File: src/rtl/pe_spad_loader.sv
// pe_spad_loader: fills the PE filter and ifmap scratchpads from their input
// FIFOs, then prefetches the refill words of every pass into a local buffer
// that feeds the ifmap shift chain. stall holds the controller until the next
// stride is buffered.
module pe_spad_loader #(
    parameter int DATA_WIDTH        = 16,
    parameter int S_WIDTH           = 4,
    parameter int F_WIDTH           = 6,
    parameter int U_WIDTH           = 3,
    parameter int n_WIDTH           = 3,
    parameter int p_WIDTH           = 5,
    parameter int q_WIDTH           = 3,
    parameter int IFMAP_ADDR_WIDTH  = 4,
    parameter int FILTER_ADDR_WIDTH = 8,
    parameter int BUF_DEPTH         = 64
) (
    input  logic                         clk,
    input  logic                         reset,
    input  logic                         start,
    output logic                         busy,
    output logic                         done,
    input  logic [S_WIDTH-1:0]           S,
    input  logic [F_WIDTH-1:0]           F,
    input  logic [U_WIDTH-1:0]           U,
    input  logic [n_WIDTH-1:0]           n,
    input  logic [p_WIDTH-1:0]           p,
    input  logic [q_WIDTH-1:0]           q,
    input  logic                         filter_fifo_empty,
    input  logic [DATA_WIDTH-1:0]        filter_fifo_dout,
    output logic                         filter_fifo_rd_en,
    input  logic                         ifmap_fifo_empty,
    input  logic [DATA_WIDTH-1:0]        ifmap_fifo_dout,
    output logic                         ifmap_fifo_rd_en,
    output logic                         filter_spad_we,
    output logic [FILTER_ADDR_WIDTH-1:0] filter_spad_addr,
    output logic [DATA_WIDTH-1:0]        filter_spad_wdata,
    output logic                         ifmap_spad_we,
    output logic [IFMAP_ADDR_WIDTH-1:0]  ifmap_spad_addr,
    output logic [DATA_WIDTH-1:0]        ifmap_spad_wdata,
    input  logic                         shift,
    output logic [DATA_WIDTH-1:0]        shift_data,
    input  logic                         reset_ifmap_spad,
    output logic                         stall,
    output logic                         underflow
);
    localparam int BUF_AW    = $clog2(BUF_DEPTH);
    localparam int BUF_CNT_W = BUF_AW + 1;
    localparam int NF_W      = S_WIDTH + q_WIDTH + p_WIDTH;
    localparam int NI_W      = S_WIDTH + q_WIDTH;
    localparam int NR_W      = U_WIDTH + q_WIDTH;
    localparam int FC_W      = F_WIDTH + U_WIDTH + q_WIDTH;
    localparam int SUM_W     = ((BUF_CNT_W > NR_W) ? BUF_CNT_W : NR_W) + 1;

    typedef enum logic [1:0] {IDLE, LOAD_FILTER, LOAD_IFMAP, RUN} state_t;

    state_t                 state_reg;
    logic [S_WIDTH-1:0]     s_reg;
    logic [F_WIDTH-1:0]     f_reg;
    logic [U_WIDTH-1:0]     u_reg;
    logic [n_WIDTH-1:0]     n_reg;
    logic [p_WIDTH-1:0]     p_reg;
    logic [q_WIDTH-1:0]     q_reg;
    logic [n_WIDTH-1:0]     pass_cnt_reg;
    logic [NF_W-1:0]        fcnt_reg;
    logic [NI_W-1:0]        icnt_reg;
    logic [FC_W-1:0]        fetch_cnt_reg;
    logic [NR_W-1:0]        shift_cnt_reg;
    logic [BUF_AW-1:0]      wr_ptr_reg;
    logic [BUF_AW-1:0]      rd_ptr_reg;
    logic [BUF_CNT_W-1:0]   buf_cnt_reg;
    logic                   busy_reg;
    logic                   done_reg;
    logic                   underflow_reg;
    logic [DATA_WIDTH-1:0]  buf_mem [BUF_DEPTH];

    // Loop bounds derived from the latched configuration.
    logic [NF_W-1:0]    nf;
    logic [NI_W-1:0]    ni;
    logic [NR_W-1:0]    nr;
    logic [F_WIDTH-1:0] f_minus_1;
    logic [FC_W-1:0]    nt;
    assign nf        = NF_W'(s_reg) * NF_W'(q_reg) * NF_W'(p_reg);
    assign ni        = NI_W'(s_reg) * NI_W'(q_reg);
    assign nr        = NR_W'(u_reg) * NR_W'(q_reg);
    assign f_minus_1 = f_reg - F_WIDTH'(1);
    assign nt        = FC_W'(f_minus_1) * FC_W'(nr);

    logic filt_take, ifm_take, buf_empty, fetch_pending, prefetch;
    logic shift_pop, shift_uflow, stall_run;
    logic [SUM_W-1:0] staged_words;

    assign filt_take     = (state_reg == LOAD_FILTER) && !filter_fifo_empty;
    assign ifm_take      = (state_reg == LOAD_IFMAP) && !ifmap_fifo_empty;
    assign buf_empty     = (buf_cnt_reg == '0);
    assign fetch_pending = (fetch_cnt_reg < nt);
    assign prefetch      = (state_reg == RUN) && fetch_pending &&
                           (buf_cnt_reg < BUF_CNT_W'(BUF_DEPTH)) && !ifmap_fifo_empty;
    assign shift_pop     = (state_reg == RUN) && shift && !buf_empty;
    assign shift_uflow   = (state_reg == RUN) && shift && buf_empty;
    // Words of the current stride already consumed plus words waiting in the buffer.
    assign staged_words  = SUM_W'(buf_cnt_reg) + SUM_W'(shift_cnt_reg);
    assign stall_run     = fetch_pending && (staged_words < SUM_W'(nr));

    assign filter_fifo_rd_en = filt_take;
    assign filter_spad_we    = filt_take;
    assign filter_spad_addr  = fcnt_reg[FILTER_ADDR_WIDTH-1:0];
    assign filter_spad_wdata = filter_fifo_dout;
    assign ifmap_fifo_rd_en  = ifm_take || prefetch;
    assign ifmap_spad_we     = ifm_take;
    assign ifmap_spad_addr   = icnt_reg[IFMAP_ADDR_WIDTH-1:0];
    assign ifmap_spad_wdata  = ifmap_fifo_dout;
    assign shift_data        = buf_empty ? '0 : buf_mem[rd_ptr_reg];
    assign stall             = (state_reg == LOAD_FILTER) || (state_reg == LOAD_IFMAP) ||
                               ((state_reg == RUN) && stall_run);
    assign busy              = busy_reg;
    assign done              = done_reg;
    assign underflow         = underflow_reg;

    // Prefetch buffer storage: push at the tail pointer.
    always_ff @(posedge clk) begin
        if (prefetch) begin
            buf_mem[wr_ptr_reg] <= ifmap_fifo_dout;
        end
    end

    // Job sequencer: load filters once, then per pass load the ifmap window and stream refills.
    always_ff @(posedge clk) begin
        if (reset) begin
            state_reg     <= IDLE;
            s_reg         <= '0;
            f_reg         <= '0;
            u_reg         <= '0;
            n_reg         <= '0;
            p_reg         <= '0;
            q_reg         <= '0;
            pass_cnt_reg  <= '0;
            fcnt_reg      <= '0;
            icnt_reg      <= '0;
            fetch_cnt_reg <= '0;
            shift_cnt_reg <= '0;
            wr_ptr_reg    <= '0;
            rd_ptr_reg    <= '0;
            buf_cnt_reg   <= '0;
            busy_reg      <= 1'b0;
            done_reg      <= 1'b0;
            underflow_reg <= 1'b0;
        end else begin
            done_reg <= 1'b0;
            if (shift_uflow) begin
                underflow_reg <= 1'b1;
            end
            case (state_reg)
                IDLE: begin
                    if (start) begin
                        s_reg        <= S;
                        f_reg        <= F;
                        u_reg        <= U;
                        n_reg        <= n;
                        p_reg        <= p;
                        q_reg        <= q;
                        pass_cnt_reg <= '0;
                        fcnt_reg     <= '0;
                        busy_reg     <= 1'b1;
                        state_reg    <= LOAD_FILTER;
                    end
                end
                LOAD_FILTER: begin
                    if (filt_take) begin
                        if (fcnt_reg == nf - NF_W'(1)) begin
                            fcnt_reg  <= '0;
                            icnt_reg  <= '0;
                            state_reg <= LOAD_IFMAP;
                        end else begin
                            fcnt_reg <= fcnt_reg + NF_W'(1);
                        end
                    end
                end
                LOAD_IFMAP: begin
                    if (ifm_take) begin
                        if (icnt_reg == ni - NI_W'(1)) begin
                            icnt_reg      <= '0;
                            fetch_cnt_reg <= '0;
                            shift_cnt_reg <= '0;
                            wr_ptr_reg    <= '0;
                            rd_ptr_reg    <= '0;
                            buf_cnt_reg   <= '0;
                            state_reg     <= RUN;
                        end else begin
                            icnt_reg <= icnt_reg + NI_W'(1);
                        end
                    end
                end
                RUN: begin
                    if (prefetch) begin
                        wr_ptr_reg    <= wr_ptr_reg + BUF_AW'(1);
                        fetch_cnt_reg <= fetch_cnt_reg + FC_W'(1);
                    end
                    if (shift_pop) begin
                        rd_ptr_reg    <= rd_ptr_reg + BUF_AW'(1);
                        shift_cnt_reg <= (shift_cnt_reg == nr - NR_W'(1)) ? '0
                                                                          : shift_cnt_reg + NR_W'(1);
                    end
                    if (prefetch && !shift_pop) begin
                        buf_cnt_reg <= buf_cnt_reg + BUF_CNT_W'(1);
                    end else if (!prefetch && shift_pop) begin
                        buf_cnt_reg <= buf_cnt_reg - BUF_CNT_W'(1);
                    end
                    // End of pass: leftover buffered words belong to the old window.
                    if (reset_ifmap_spad) begin
                        buf_cnt_reg <= '0;
                        wr_ptr_reg  <= '0;
                        rd_ptr_reg  <= '0;
                        if (pass_cnt_reg == n_reg - n_WIDTH'(1)) begin
                            done_reg  <= 1'b1;
                            busy_reg  <= 1'b0;
                            state_reg <= IDLE;
                        end else begin
                            pass_cnt_reg <= pass_cnt_reg + n_WIDTH'(1);
                            icnt_reg     <= '0;
                            state_reg    <= LOAD_IFMAP;
                        end
                    end
                end
                default: begin
                    state_reg <= IDLE;
                    busy_reg  <= 1'b0;
                end
            endcase
        end
    end
endmodule

File: config.mk
export PLATFORM = sky130hd
export DESIGN_NAME = pe_spad_loader
export DESIGN_NICKNAME = d
export VERILOG_FILES = /design/src/rtl/pe_spad_loader.sv
export SDC_FILE = /design/constraint.sdc
export NUM_CORES = 1
export LEC_CHECK = 0
export CAP_MARGIN = 20
export CELL_PAD_IN_SITES_DETAIL_PLACEMENT = 0
export CELL_PAD_IN_SITES_GLOBAL_PLACEMENT = 2
export CORE_MARGIN = 2
export CORE_UTILIZATION = 35
export DETAILED_ROUTE_END_ITERATION = 8
export PLACE_DENSITY_LB_ADDON = 0.15
export SLEW_MARGIN = 20
export SYNTH_ARGS = -nofsm -noshare
export SYNTH_HDL_FRONTEND = slang
export SYNTH_SLANG_ARGS = --single-unit
File: constraint.sdc
create_clock -name clk -period 11.78 [get_ports clk]
set_input_delay 2.356 -clock clk [delete_from_list [all_inputs] [get_ports clk]]
set_output_delay 2.356 -clock clk [all_outputs]
set_load 0.02 [all_outputs]
# == After elaboration in Yosys (flattened, before gate mapping) ==
# Memories as Yosys holds them, arrays and structs flattened. A register that Yosys moved wholly into a read port is not among the register bits.
# Index checks and enable logic that the tools add are counted.
# classes
n_addsub,15
multipliers,5
div,0
n_lt_le_gt_ge,3
n_eq_ne,20
shifts,0
mux,54
n_bitwise,2
n_reduce_logical,38
# ops
operator,count
$mux 7,11
$mux 12,6
$mux 6,10
$pmux 12 s2,2
$pmux 6 s2,3
$reduce_and 4->1,7
$add 12x1->12 const B,2
$pmux 7 s3,1
$add 6x1->6 const B,3
$mux 16,1
$add 7x1->7 const B,2
$mul 4x3->7,2
$mux 2,7
$ne 2x2->1 const B,7
$pmux 7 s2,1
$sub 7x1->7 const B,2
$eq 12x12->1,1
$logic_and 1x1->1,12
$lt 12x12->1,1
$mul 6x6->12,1
$mul 7x5->12,1
$reduce_and 6->1,2
$sub 12x1->12 const B,1
$sub 6x1->6 const B,2
other kinds (29),49
# word_totals
regBits,88
latchBits,0
ramBits,1024
rom_bits,0
inputBits,63
output_inout_bits,68
elab_cells,156
n_memories,1
# memory_table
memory,words,width,read_ports,rd_ports_with_merged_regs,write_ports,line,rtl
buf_mem,64,16,1,1,1,74,logic [DATA_WIDTH-1:0] buf_mem [BUF_DEPTH];

# == Depth between registers and ports, before layout ==
# logic_depth
depth_word,12
ltp_mapped,40
mapped_depth_nobuf,38

# == Least setup slack after synthesis ==
# OpenSTA, ideal clock, no wires.
# synth_timing
path_kind,register -> output
from,register q_reg[0]
to,output port ifmap_fifo_rd_en
arrival_ps,6583
required_ps,9424
path_slack_ps,2841
stages_incl_launch_ff,29
path_buffers,2
cell_sequence,dfxtp_1 > clkbuf_1 > nand2_1 > fa_1 > inv_1 > ha_1 > inv_1 > fa_1 > xor2_1 > or2_2 > fa_1 > fa_1 > fa_1 > inv_1 > ha_1 > a21oi_1 > nor2_1 > o21a_1 > o21ai_0 > nand2b_1 > a21oi_1 > xor2_1 > ha_1 > a21oi_1 > nand2_1 > o311a_1 > or2_2 > clkbuf_1 > nand2_1
# synth_via
elab_chain_len,7
# synth_rtl
item,line,rtl
start: declaration,62,logic [q_WIDTH-1:0] q_reg;
start signal: assignment,160,q_reg <= q;
$mul 3x3->6,84,assign nr = NR_W'(u_reg) * NR_W'(q_reg);
$mul 6x6->12,86,assign nt = FC_W'(f_minus_1) * FC_W'(nr);
$lt 12x12->1,95,assign fetch_pending = (fetch_cnt_reg < nt);
$logic_and 1x1->1 (2 in a row),96,assign prefetch = (state_reg == RUN) && fetch_pending &&
$logic_and 1x1->1,97,(buf_cnt_reg < BUF_CNT_W'(BUF_DEPTH)) && !ifmap_fifo_empty;
$logic_or 1x1->1,108,assign ifmap_fifo_rd_en = ifm_take || prefetch;
end: declaration,33,"output logic ifmap_fifo_rd_en,"
# Every way passes these cells.

# == Worst setup path after layout ==
# Same ends and word-level chain as after synthesis.

==> flow_summary.toml <==
[outcome]
status = "finished clean"

[grt]
grt_max_degree = 138
antenna_found_initial = 3
first_global_vias = 25100
grt_overflow = 0
met2_usage_pct = 28.1
grt_util_all_layers_pct = 17.7
gr-usage-met3_pct = 3.02
gr-max-usage-layer = "met2"
grt_util_met1_pct = 25.6
grt_pass1_wl_mm = 180

[sta]
worstMarginPinSlew_ns = 1.07
maxSlewHeadroom_pct = 28.0
setup_ws_ns = 1.05
fmax_mhz = 93.2
period_minus_slack_ns = 10.73
hold_violations = 0
fin_skew_ns = 0.0986
fin_crit_sh_pct = 91.1
fin_tns_setup_ns = 0
drv_slew = 0
grt_setup_unrepaired = "false"
finalSetupViolations = 0

[critical_path]
worstPathMaxFanout = 13
slowest_delay_ns = 0.63
cp-end-kind = "output port"
crit_top_cell = "fa_1"
cp.arrival_ns = 8.37
worst_setup_path_start_kind = "register"
crit_required_ns = 9.42
worstPathBufferInverterCount = 5
worst-setup-path-type = "reg -> out"
crit_family = "adder cells"
worst_path_max_delay_cell = "xor2_1"

[clock_network]
cts_tree = "yes"
ctsResizeCount = 0
ctsRootBufferMaster = "clkbuf_16"
clock_latency_ns = 0.78
cts_sinks = 1118
cts_buffers = 120
clk_pin_slew_ns = 0.06
cts_setup_buffers = 0
h-tree-depth = 3
clock_path_buffers = 3
cts_hold_buf = 0

[placement]
post-place-ws_ns = 1.75
port_buffers = 98
place.gp.congestion = 0.769
dp_hpwl_mm = 76.9
postPlaceCellArea_sq_mm = 0.0509

[pwr]
p_leak_nw = 17.4
peakVddDrop_mv = 0.151
power.share.sequential_pct = 50.4
sw_frac_of_total_pct = 23.0
switching_power_mw = 2.00
internal_power_mw = 6.69
p_per_area_mw_per_mm2 = 158
power_frac_comb_pct = 6.0
clockPowerShare_pct = 43.6

[layout]
drive_above_1_share_pct = 23.2
largest_register_ffs = 1024
synthToLayoutAreaGrowth_pct = 14.8
final_area_sq_mm = 0.0549
fin_nets = 2966

[floorplanning]
io_pins = 131
start_util_pct = 35.3
die_w_um = 374
die_h_um = 374
dieArea_sq_mm = 0.140
rows = 135
core_sq_mm = 0.135

[yosys]
syn_area_sq_mm = 0.0478
yosys.area.top_type = "edfxtp_1"
ys_seq_area_share_pct = 68.2
yosysWarnings = 0
syn_nets = 2831
async_reset_ff_share_pct = 0
synth-seq-cells = 1118
syn_avg_cell_area_sq_um = 18.3
synth_ff_type = "edfxtp_1"
synth_edf_count = 1024
synth.top_cells.by_area = "edfxtp_1 64%, mux4_2 16%, dfxtp_1 3.9%"
syn_inst = 2614
synth_top_area_share_pct = 64.3
ys_types = 66

[drt]
num_vias = 24400
drc = 0
initialDrtViolationCount = 1914
wl_per_cell_um = 26.7
wirelength_mm = 124
vias_per_cell = 5.27
ant_nets = 0
dr.pass1.iters = 7

[job]
cap_violations = 0

[hold_path]
hold_path.class = "reg -> reg"
==> final timing paths <==
check | startpoint | endpoint | slack (ns) | depth (start not counted)
max | q_reg[0] | ifmap_fifo_rd_en | 1.05 | 28
min | n_reg[1] | n_reg[1] | 0.48 | 2
max reg2reg | q_reg[0] | buf_mem[14][7] | 2.36 | 30
min reg2reg | n_reg[1] | n_reg[1] | 0.48 | 2
==> worst register-to-register path: cells and delay by family (launching register included) <==
family / cells / cell delay (ns)
AND/OR/NAND/NOR: 9 / 2.95
AO/OA/AOI/OAI: 6 / 1.33
adder cells (fa/ha/maj): 8 / 3.05
buffers and inverters: 5 / 0.70
flip-flops: 1 / 0.31
XOR/XNOR: 2 / 0.80
==> cells by family (layout without fill, tap and decap cells) <==
| group | Yosys count | after routing | synth area share [%] |
|---|---|---|---|
| other | 0 | 2 | 0 |
| flip-flops | 1118 | 1118 | 68.2 |
| XOR/XNOR | 81 | 81 | 1.54 |
| AO/OA/AOI/OAI | 183 | 183 | 2.45 |
| buffers and inverters | 263 | 503 | 2.42 |
| adder cells (fa/ha/maj) | 154 | 154 | 4.74 |
| multiplexers | 341 | 341 | 15.9 |
| AND/OR/NAND/NOR | 474 | 474 | 4.68 |
==> cell type report <==
class                      instances  area, sq um
antenna                            2         5.00
fill                           12200        80600
sequential                      1118        32600
multi-input combinational       1233        14100
tap                             1781         2230
clock buffer                     145         3170
inverter                         107          402
clock inverter                    82          835
timing repair buffer             169         1470
==> synth_stat cells (4+ instances only) <==
master / instances
a21o_1: 11
inv_1: 105
nand3_1: 29
or2_2: 9
a211oi_1: 9
nor2_1: 168
buf_1: 29
or4_1: 6
clkbuf_1: 81
o211ai_1: 4
a31o_2: 4
nor2b_1: 25
xor2_1: 31
a21oi_1: 82
nor4_1: 10
nand2_1: 121
mux4_2: 336
dfxtp_1: 94
o21a_1: 8
ha_1: 109
o21ai_0: 24
mux2i_1: 4
o2111ai_1: 5
edfxtp_1: 1024
nand4_1: 9
nand3b_1: 9
and2_1: 23
xnor2_1: 48
nand2b_1: 17
buf_4: 45
fa_1: 45
nor3_1: 17
and3_1: 7
o21bai_1: 4
a32o_1: 6
nand4b_1: 5
or3_1: 11
==> metal layers <==
metal	wire (um)	vias up
met5	0	-
met4	2310	0
met3	6110	145
met2	58300	597
met1	57000	13100
li1	-	10600
==> stage by stage <==
step	total power [mW]	utilization (%)	instances	hold WS, ns
after CTS	8.80	40.5	4635	0.478
after global placement	4.98	37.5	4408	0.458
after global routing	9.00	40.5	4635	0.494
after detailed placement	4.99	37.5	4408	0.463
final	8.69	40.5	4637	0.478
after floorplan	4.77	-	2614	0.436
==> cells in the final DEF (no fill, tap or decap), types with 17 or more instances in the layout <==
cell type	count
a21oi_1	82
and2_1	23
buf_2	17
buf_4	68
clkbuf_1	19
clkbuf_16	121
clkdlybuf4s50_1	81
clkinv_1	25
clkinv_2	31
dfxtp_1	90
edfxtp_1	1024
fa_1	45
ha_1	109
inv_1	105
mux4_2	336
nand2_1	121
nand2b_1	17
nand3_1	29
nor2_1	138
nor2_2	29
nor2b_1	25
nor3_1	17
o21ai_0	24
xnor2_1	48
xor2_1	31
==> power groups by stage <==
stage               sequential, mW  combinational [mW]  clock (mW)
finish                        4.38               0.520        3.79
global route                  4.38               0.584        4.03
CTS                           4.38               0.534        3.88
detailed placement            4.46               0.530           0
global placement              4.46               0.522           0
floorplan                     4.45               0.323           0
No activity file was read; power rests on OpenSTA's default activity.
==> RTL edit 1 (same settings) <==
`n_WIDTH`: 3 -> 4.
--- a/src/rtl/pe_spad_loader.sv
+++ b/src/rtl/pe_spad_loader.sv
@@ -8,5 +8,5 @@
     parameter int F_WIDTH           = 6,
     parameter int U_WIDTH           = 3,
-    parameter int n_WIDTH           = 3,
+    parameter int n_WIDTH           = 4,
     parameter int p_WIDTH           = 5,
     parameter int q_WIDTH           = 3,
Ports: changed (resized n); port bits go from 131 to 132. The function was not compared with the original's and may differ.
==> RTL edit 1 against the original RTL <==
  * Synthesized area up 0.48%
  * Routed wire length up 0.81%
  * Global-route usage up 0.17 points
  * Critical path depth unchanged
  * Total power up 1.3%
  * Worst setup slack worse by 0.30 ns
  * Final area up 0.20%
  * Worst hold slack worse by 0.0055 ns
  * Sequential cell count up 2
  * Utilization about the same
  * Critical path type unchanged
==> RTL edit 1: results (changes against the original RTL) <==
stage	metric	value	unit	change
global_route	antenna violations before repair	6		was 3
logic_synthesis	sequential share of the synthesized area	68.0	%	was 68.2%
global_route	routing usage on met1	24.0	%	was 25.6%
logic_synthesis	Synth Net Count	2841		was 2831
finish	# nets final	2943		was 2966
logic_synthesis	Area contributors post-synth	edfxtp_1 (64%), mux4_2 (16%), dfxtp_1 (4.0%), ha_1 (2.8%), fa_1 (1.9%)		was edfxtp_1 (64%), mux4_2 (16%), dfxtp_1 (3.9%), ha_1 (2.9%), fa_1 (1.9%)
placed_design	Cells after DPL	4381		was 4408
global_route	GR Util met2	28.9	%	was 28.1%
timing	min Tclk post-route	11.02	ns	was 10.73 ns
worst_setup_path	CP arrival	8.66	ns	was 8.37 ns
routing	max layer used	met5		was met4
routing	Vias/cell	5.25		was 5.27
routing	M1 WL	53800	um	was 57000 um
finish	Layout fillers	12230		was 12171
timing	Clock Skew	0.0673	ns	was 0.0986 ns
routing	Iter 0 DRT Violations	1855		was 1914
global_route	largest net degree at the start of global routing	129		was 138
routing	via count	24231		was 24434
routing	drt total wl	125000	um	was 124000 um
finish	layout cells sized above 1	23.4	%	was 23.2%
worst_setup_path	worst-case reg-to-reg path depth	38		was 30
min_path	Worst Hold End	f_reg[5]		was n_reg[1]
global_route	vias in the first global route	25559		was 25084
worst_setup_path	max incr delay on CP	0.71	ns	was 0.63 ns
placed_design	Port Buffer Count	99		was 98
worst_setup_path	reg-to-reg endpoint	buf_cnt_reg[6]		was buf_mem[14][7]
global_route	GRT Total Usage	17.9	%	was 17.7%
timing	Slew HR	26.8	%	was 28.0%
routing	routed wl met3	7100	um	was 6110 um
power_and_ir_drop	worst vdd ir	0.127	mV	was 0.151 mV
routing	DRT Pass-1 Iters	5		was 7
global_route	first-pass GRT wire length	181000	um	was 180000 um
worst_setup_path	setup slack, reg-to-reg	2.31	ns	was 2.36 ns
status	run status	complete, no violations		unchanged
## RTL edit 1: cell count changes in the layout (fill, tap and decap cells not counted), moves of 8 or more
cell,change
a311oi_1,+9
nor3_1,-9
buf_4,-27
nor2_1,-42
a21o_1,+8
nor2_2,+23
## RTL edit 1: critical path, delay by kind of cell, from the launching register on
| kind | cells | cell delay, ns |
|---|---|---|
| adders and majority gates | 8 | 3.05 |
| AOI/OAI and AO/OA | 7 | 1.30 |
| and+or+nand+nor | 6 | 1.11 |
| buffers and inverters | 5 | 1.11 |
| xor gates and xnor gates | 2 | 0.81 |
| DFF | 1 | 0.59 |
## RTL edit 1: metrics by stage
| stage | power, uW | area (sq um) |
|---|---|---|
| finish | 8800 | 55000 |
| global route | 9100 | 55000 |
| CTS | 8900 | 54900 |
| detailed placement | 5030 | 50900 |
| global placement | 5020 | 50900 |
| floorplan | 4810 | 48000 |
## RTL edit 1: cell families after synthesis
logic type	count (synthesis)	synth area share, %
AOI/OAI and AO/OA	193	2.62
xor gates and xnor gates	82	1.53
adders and majority gates	154	4.71
buffers and inverters	269	2.58
DFF	1120	68.0
muxes	341	15.9
and+or+nand+nor	464	4.71
## RTL edit 1: layout make-up
type                            count  area share, %
Antenna cell                        3         0.0137
Clock buffer                      146           5.77
Clock inverter                     79           1.63
Inverter                          104          0.710
Multi-Input combinational cell   1234           26.0
Sequential cell                  1120           59.5
Tap cell                         1781           4.05
Timing Repair Buffer              145           2.37
## RTL edit 1: power groups by stage
stage / clock [uW] / combinational (uW) / sequential [uW]
3_5_place_dp: 0 / 558 / 4470
6_report: 3870 / 546 / 4390
3_3_place_gp: 0 / 551 / 4470
2_1_floorplan: 0 / 350 / 4460
5_1_grt: 4100 / 609 / 4390
4_1_cts: 3950 / 562 / 4390
==> RTL edit 2 (config.mk and constraints unchanged) <==
Without the edit above. Make the reset (`reset`) asynchronous in one clocked block.
--- a/src/rtl/pe_spad_loader.sv
+++ b/src/rtl/pe_spad_loader.sv
@@ -125,5 +125,5 @@
 
     // Job sequencer: load filters once, then per pass load the ifmap window and stream refills.
-    always_ff @(posedge clk) begin
+    always_ff @(posedge clk or posedge reset) begin
         if (reset) begin
             state_reg     <= IDLE;
Function: not settled (the Yosys comparison gave no result); the edit may change what the design does.
==> RTL edit 2 against the original RTL <==
  * Highest routed layer is now met5
  * Worst setup slack improved by 0.15 ns
  * Routed wire length grew 0.25%
  * Non-clock buffer count increased by 6
  * Critical path type unchanged
  * Largest power group unchanged
  * Fmax is 1.5% higher
  * Synthesized area up 0.64%
  * Sequential cell count down 6
  * Final area up 0.62%
  * Largest cell class unchanged
  * Total power up 1.6%
  * Combinational power grew 27%
==> RTL edit 2: results (changes against the original RTL) <==
stage	metric	value	unit	change
placed_design	Cells after DPL	4354		was 4408
routing	Vias/cell	5.27		about the same
logic_synthesis	Area contributors post-synth	edfxtp_1 (64%), mux4_2 (16%), dfrtp_1 (4.6%), ha_1 (2.8%), fa_1 (1.9%)		was edfxtp_1 (64%), mux4_2 (16%), dfxtp_1 (3.9%), ha_1 (2.9%), fa_1 (1.9%)
worst_setup_path	crit-path max FO	14		was 13
timing	Slew HR	22.2	%	was 28.0%
placed_design	HPWL after detailed placement	75900	um	was 76900 um
placed_design	GPL Wtd Cong	0.751		was 0.769
logic_synthesis	Synth Area in Compound Gates	2.46	%	was 2.45%
finish	# nets final	2899		was 2966
finish	Layout fillers	12144		was 12171
power_and_ir_drop	worst vdd ir	0.127	mV	was 0.151 mV
global_route	GRT Total Usage	17.8	%	was 17.7%
logic_synthesis	Avg Inst Size Synth	18.9	sq um	was 18.3 sq um
global_route	largest net degree at the start of global routing	103		was 138
clock_tree	later-pin clock latency in the skew report	0.76	ns	was 0.78 ns
worst_setup_path	CP arrival	8.22	ns	was 8.37 ns
routing	WL/cell	27.1	um	was 26.7 um
status	run status	complete, no violations		unchanged
routing	DRT Pass-1 Iters	5		was 7
global_route	vias in the first global route	25172		was 25084
worst_setup_path	Worst path slowest cell	dfrtp_1		was xor2_1
logic_synthesis	Synth Area in Adders	4.68	%	was 4.74%
logic_synthesis	ys async rst share	7.91	%	was 0%
logic_synthesis	mux cell area share after synthesis	16.4	%	was 15.9%
global_route	antenna violations before repair	10		was 3
global_route	first-pass GRT wire length	181000	um	was 180000 um
logic_synthesis	number of distinct library cells after synthesis	71		was 66
timing	Clock Skew	0.0794	ns	was 0.0986 ns
clock_tree	Clock Path Buffers	3		unchanged
logic_synthesis	sequential share of the synthesized area	68.5	%	was 68.2%
power_and_ir_drop	leakage power	0.0181	uW	was 0.0174 uW
routing	Iter 0 DRT Violations	1837		was 1914
logic_synthesis	top cells by count, synth	edfxtp_1 (1024), mux4_2 (336), nor2_1 (129)		was edfxtp_1 (1024), mux4_2 (336), nor2_1 (168)
finish	layout cells sized above 1	24.6	%	was 23.2%
routing	via count	24115		was 24434
clock_tree	CTS Buf Count	121		was 120
==> RTL edit 2: cell count changes after synthesis, sizes merged, moves of 10 or more <==
| cell | change |
|---|---|
| nand2 | -47 |
| clkbuf | -10 |
| and3 | +11 |
| dfrtp | +88 |
| o21ai | +11 |
| dfxtp | -94 |
| nor2 | -39 |
| a21oi | -42 |
| o31ai | +16 |
| mux2 | +26 |
| buf | +12 |
==> RTL edit 2: worst reg2reg max path, delay by kind of cell, from the launching register on <==
family | cells | cell delay, ns
and+or+nand+nor | 10 | 3.81
adders and majority gates | 8 | 3.24
AOI/OAI and AO/OA | 5 | 0.74
DFF | 1 | 0.63
xor gates and xnor gates | 2 | 0.41
buffers and inverters | 3 | 0.18
==> RTL edit 2: through the flow <==
stage / setup slack [ns] / util, % / instance area (sq um) / total power (uW)
after floorplan: 3.19 / - / 48100 / 4870
after global placement: 1.95 / 37.4 / 51200 / 5140
after detailed placement: 1.81 / 37.4 / 51200 / 5160
after CTS: 1.00 / 40.3 / 55200 / 8950
after global routing: 0.539 / 40.3 / 55200 / 9150
final: 1.21 / 40.3 / 55200 / 8830
==> RTL edit 2: logic make-up (layout without fill, tap and decap cells) <==
family                     after synthesis  in the layout
buffers and inverters                  267            505
muxes                                  365            365
DFF                                   1112           1112
and+or+nand+nor                        398            398
other                                    0              1
AOI/OAI and AO/OA                      177            177
xor gates and xnor gates                71             71
adders and majority gates              153            153
==> RTL edit 2: power breakdown <==
group | switching (uW) | internal, uW
logic | 424 | 234
registers | 58.6 | 4350
clock network | 1590 | 2170
==> RTL edit 2: path summary, 6_finish.rpt <==
path / from / to / slack [ns] / cells after the start
min: underflow / underflow / 0.47 / 1
max reg2reg: q_reg[0] / buf_mem[51][14] / 2.41 / 28
min in group asynchronous: reset / rd_ptr_reg[5] / 2.08 / 2
max in group asynchronous: reset / fetch_cnt_reg[0] / 8.52 / 3
min reg2reg: underflow / underflow / 0.47 / 1
max: q_reg[0] / ifmap_fifo_rd_en / 1.21 / 27
==> RTL edit 2: metal layers <==
layer	GRT usage [%]	routed length [um]	up-vias
li1	-	-	10410
met1	23.9	53300	12923
met2	29.0	60400	598
met3	4.10	7070	180
met4	5.05	3310	4
met5	0	34	-
==> RTL edit 2: final cells by class <==
| cell class | instances | area share [%] |
|---|---|---|
| clock buffer | 145 | 5.65 |
| tap | 1794 | 4.07 |
| antenna | 1 | 0.00453 |
| timing repair buffer | 175 | 2.75 |
| clock inverter | 76 | 1.52 |
| sequential | 1112 | 59.7 |
| multi-input combinational | 1164 | 25.6 |
| inverter | 109 | 0.746 |
